$ cat src/rtl/dftprobe_sequencer.sv
// dftprobe_sequencer: walks a latched probe mask, enabling one probe cell at a time
// and capturing each probe's synchronized observe output after a settle period.
module dftprobe_sequencer #(
    parameter int N_PROBE = 8,
    parameter int SETTLE  = 4
) (
    input  logic               clk,
    input  logic               rst,
    input  logic               start,
    input  logic               abort,
    input  logic [N_PROBE-1:0] probe_mask,
    input  logic [N_PROBE-1:0] tdi,
    output logic [N_PROBE-1:0] ten,
    output logic [N_PROBE-1:0] result,
    output logic               busy,
    output logic               done,
    output logic               aborted
);
    localparam int IW = $clog2(N_PROBE);
    localparam int CW = $clog2(SETTLE);
    localparam logic [IW-1:0] LAST = IW'(N_PROBE - 1);
    localparam logic [N_PROBE-1:0] ONE = 1;

    typedef enum logic [2:0] {S_IDLE, S_SCAN, S_SETTLE, S_CAPTURE, S_GAP, S_DONE} state_t;

    state_t state, nxt;
    logic [IW-1:0] idx;
    logic [CW-1:0] cnt;
    logic [N_PROBE-1:0] mask, tdi_m, tdi_s;

    always_ff @(posedge clk or posedge rst) begin
        if (rst) state <= S_IDLE;
        else     state <= nxt;
    end

    always_comb begin
        nxt = state;
        case (state)
            S_IDLE:    nxt = start ? S_SCAN : S_IDLE;
            S_SCAN:    nxt = mask[idx] ? S_SETTLE : (idx == LAST ? S_DONE : S_SCAN);
            S_SETTLE:  nxt = (cnt == '0) ? S_CAPTURE : S_SETTLE;
            S_CAPTURE: nxt = S_GAP;
            S_GAP:     nxt = (idx == LAST) ? S_DONE : S_SCAN;
            default:   nxt = S_IDLE;
        endcase
        if (state != S_IDLE && abort) nxt = S_IDLE;
    end

    always_comb begin
        done = (state == S_DONE);
        busy = (state != S_IDLE) || aborted;
    end

    // Datapath updates key off nxt so an abort suppresses any pending capture or step.
    always_ff @(posedge clk or posedge rst) begin
        if (rst) begin
            tdi_m   <= '0;
            tdi_s   <= '0;
            ten     <= '0;
            result  <= '0;
            mask    <= '0;
            idx     <= '0;
            cnt     <= '0;
            aborted <= 1'b0;
        end else begin
            tdi_m   <= tdi;
            tdi_s   <= tdi_m;
            aborted <= (state != S_IDLE) && abort;
            ten     <= (nxt == S_SETTLE || nxt == S_CAPTURE) ? ONE << idx : '0;
            if (state == S_IDLE && start) begin
                mask   <= probe_mask;
                result <= '0;
                idx    <= '0;
            end
            if ((state == S_SCAN || state == S_GAP) && nxt == S_SCAN) idx <= idx + 1'b1;
            if (nxt == S_SETTLE) cnt <= (state == S_SCAN) ? CW'(SETTLE - 1) : cnt - 1'b1;
            if (state == S_CAPTURE && nxt == S_GAP) result[idx] <= tdi_s[idx];
        end
    end
endmodule

$ cat config.mk
export PLATFORM = sky130hd
export DESIGN_NAME = dftprobe_sequencer
export DESIGN_NICKNAME = d
export VERILOG_FILES = /design/src/rtl/dftprobe_sequencer.sv
export SDC_FILE = /design/constraint.sdc
export NUM_CORES = 1
export LEC_CHECK = 0
export BUFFER_PORTS_ARGS = -buffer_cell sky130_fd_sc_hd__buf_2
export CORE_ASPECT_RATIO = 1.2
export CORE_MARGIN = 5
export CORE_UTILIZATION = 59
export DETAILED_ROUTE_END_ITERATION = 8
export PLACE_DENSITY_LB_ADDON = 0.15
export RECOVER_POWER = 25
export REMOVE_ABC_BUFFERS = 1
export SLEW_MARGIN = 0
export SYNTH_ARGS = -nofsm -noshare
export SYNTH_HDL_FRONTEND = slang
export SYNTH_SLANG_ARGS = --single-unit
$ cat constraint.sdc
create_clock -name clk -period 5.1 [get_ports clk]
set_input_delay 1.275 -clock clk [delete_from_list [all_inputs] [get_ports clk]]
set_output_delay 1.275 -clock clk [all_outputs]
set_load 0.01 [all_outputs]
==> key figures <==
Status
  – Outcome: finished, violations left
  – Failing checks: capacitance limit, slew limit

Yosys
  – Primary FF master, synth: dfrtp_1
  – Mapped cell area: roughly 2200 um^2
  – Synth cell types: 45
  – Post-synth top area cell: dfrtp_1
  – Most common cell in the synthesized netlist: dfrtp_1
  – Average instance area after synthesis: about 12 um^2
  – Leading post-synthesis cells by cell area: dfrtp_1, mux2_2, ha_1, mux2i_1, nor2_1
  – EDFF count, synth: 0
  – Mapped Cells: approximately 180
  – Async SR Flop Fraction: between 90% and 100%
  – Seq/Total Area, Yosys: 55.5%
  – Post-synth top area share: between 50% and 60%
  – Top cells by count, synth: dfrtp_1, nor2_1, nand2_1
  – Synth warn: 0
  – Number of synthesized register bits: approximately 50

Global routing
  – Largest net degree at the start of global routing: 50
  – Number of global-route vias before repair: ~1.5k
  – Antenna violations before repair: 0
  – Tot GR Track Use: a little under a fifth
  – Congestion Overflow GR: 0
  – Global-route wire length before repair: approximately 7500 um

Finish
  – Area Growth Syn to Fin: 12.9%
  – Final Non-Filler Cells: approximately 270
  – Share of cells above drive strength 1: just under 30%
  – FF+latch area: about 1200 um^2
  – Multi-input gate area: around 900 um^2
  – Nets: about 240
  – Number of fill cells: approximately 280
  – Number of antenna diodes: 0

Setup path
  – Worst setup path end: done
  – Crit path required time: 3.83 ns
  – R2r setup slk: roughly 2.8 ns
  – CP Capture Type: output pin
  – Kind of critical path: flip-flop to output pin
  – Crit path DAT: 1.45 ns
  – Worst-case reg-to-reg path depth: 3
  – Startpoint type of the worst setup path: flip-flop
  – Worst reg2reg endpoint: result[4]
  – Crit path max fanout: 13
  – RR Startpoint: idx[1]
  – Crit. Startpoint: state[0]

Clock network
  – CTS resizes: 0
  – CTS Sinks: 49
  – CTS tree: done
  – Clock transition at path regs: about 0.090 ns
  – Cts hold-fix bufs: 0
  – Htree depth: 2
  – Post-CTS Setup Inserts: 0
  – CTS root buf: clkbuf_8
  – Clock Latency Late Sink: slightly above 0.3 ns
  – TritonCTS buffer count: 5
  – Clock Tree Buf Depth: 2

Detailed routing
  – DR DRC count: 0
  – Detailed Route WL: about 4300 um
  – First-pass DRT Iterations: 4
  – Antenna Nets Post-Route: 0
  – Routed wire length per instance: between 15 and 20 um
  – Vias: between 1.5k and 2k
  – Vias per inst: ~5.7
  – Iter 0 DRT Violations: between 90 and 100

STA
  – Final Setup Violations: 0
  – Measured slew at the worst slew-check pin: around 1.7 ns
  – RSZ-0062 raised after global routing: false
  – Max Fclk: about 370 MHz
  – Clk_skew: between 0.006 and 0.007 ns
  – Post-layout min period: approximately 2.7 ns
  – Slew margin rel.: -15.6%
  – Setup TNS: 0 ns
  – Final slew viol count: 50
  – Final period util: between 50% and 60%
  – Hold Fails Final Rpt: 0

Placement
  – GP Congestion: roughly 0.84
  – Port buffer count: 38
  – DP HPWL: just over 3000 um
  – DP Cell Count: about 260

Pwr
  – Pleak: ~1.2 nW
  – Power per cell area: approximately 500 nW/um^2
  – Worst IR drop on VDD: around 0.35 mV
  – Overall power: 1.26 mW

Floorplan
  – Die height: roughly 77 um
  – Die width: 65.9 um
  – Rows: 24
  – DIE AREA: around 5100 um^2
  – I/O pin count: 39
  – Placeable Area: around 3600 um^2
  – Starting Density: about three fifths

Run
  – Max-Cap Viols: 1

Worst hold path
  – Hold WC Path Type: flip-flop to flip-flop
[state kept, by name (all words and copies together) (netlist names)]
| signal | flops |
|---|---|
| result | 8 |
| idx | 3 |
| tdi_m | 8 |
| tdi_s | 8 |
| state | 3 |
| cnt | 2 |
| mask | 8 |
| aborted | 1 |
| ten | 8 |
[cells in the final DEF (no fill, tap or decap), types with 3 or more instances in the layout]
cell      count
a21oi_1       3
a31oi_1       3
buf_2        37
clkbuf_8      5
dfrtp_1      49
ha_1          7
inv_1         5
mux2_2        8
mux2i_1       5
nand2_1      11
nand2b_1      3
nand3_1       6
nand4_1       3
nor2_1       13
nor2b_1       4
nor4b_2       3
o211ai_1      5
o21ai_0       4
o311ai_1      4
o31ai_1       5
o41ai_1       4
[layer usage]
layer	wire length, um	share of wire (%)	vias to the layer above	global-route usage (%)
met5	0	0	-	0
met4	65	1.5	0	7.26
met3	297	6.9	8	5.85
met2	2070	48	58	28.0
met1	1880	44	735	26.2
li1	-	-	735	-
[cells by family (layout without fill, tap and decap cells)]
family / count (synthesis) / count (layout) / share of synthesized area [%]
adder cells (fa/ha/maj): 7 / 7 / 3.96
AND/OR/NAND/NOR: 56 / 56 / 14.4
flip-flops: 49 / 49 / 55.5
AO/OA/AOI/OAI: 38 / 38 / 13.5
multiplexers: 15 / 15 / 8.38
buffers and inverters: 19 / 52 / 4.25
[worst min path at each step]
stage | from | to | slack, ns | cells after the start
6_report | tdi_m[2] | tdi_s[2] | 0.36 | 0
5_1_grt | tdi_m[7] | tdi_s[7] | 0.37 | 0
4_1_cts | tdi_m[0] | tdi_s[0] | 0.36 | 0
3_5_place_dp | tdi_m[0] | tdi_s[0] | 0.33 | 0
3_3_place_gp | tdi_m[2] | tdi_s[2] | 0.33 | 0
2_1_floorplan | tdi_m[0] | tdi_s[0] | 0.33 | 0
[stage by stage]
stage          area [um^2]  setup WS (ns)  util [%]  hold slack (ns)
6_report              2490           2.38      68.7            0.355
5_1_grt               2490           2.13      68.7            0.367
4_1_cts               2500           2.37      68.7            0.357
3_5_place_dp          2390           2.13      65.9            0.335
3_3_place_gp          2390           2.28      65.9            0.332
2_1_floorplan         2140           2.53         -            0.331
[critical path: stages, from the launching register on]
cell     delay (ns)
dfrtp_1        0.57
nor2b_1        0.29
and2_1         0.15
buf_2          0.12
[report_power, final]
group          switching, mW  leakage, nW  internal, mW  total [mW]
Sequential             0.103        0.617         0.462       0.565
Clock                  0.140       0.0511         0.102       0.243
Combinational          0.252        0.489         0.197       0.449
Total                  0.496         1.16         0.761        1.26
[area by class of cell]
type                    instances  share of cell area [%]
flip-flops and latches         49                    49.1
multi-input cells             116                    35.7
repair buffers                 38                    7.57
clock buffers                   5                    2.76
well taps                      52                    2.61
clock inverters                 3                    1.35
inverters                       6                   0.903
Note: power is estimated with default switching activity, not from simulation.
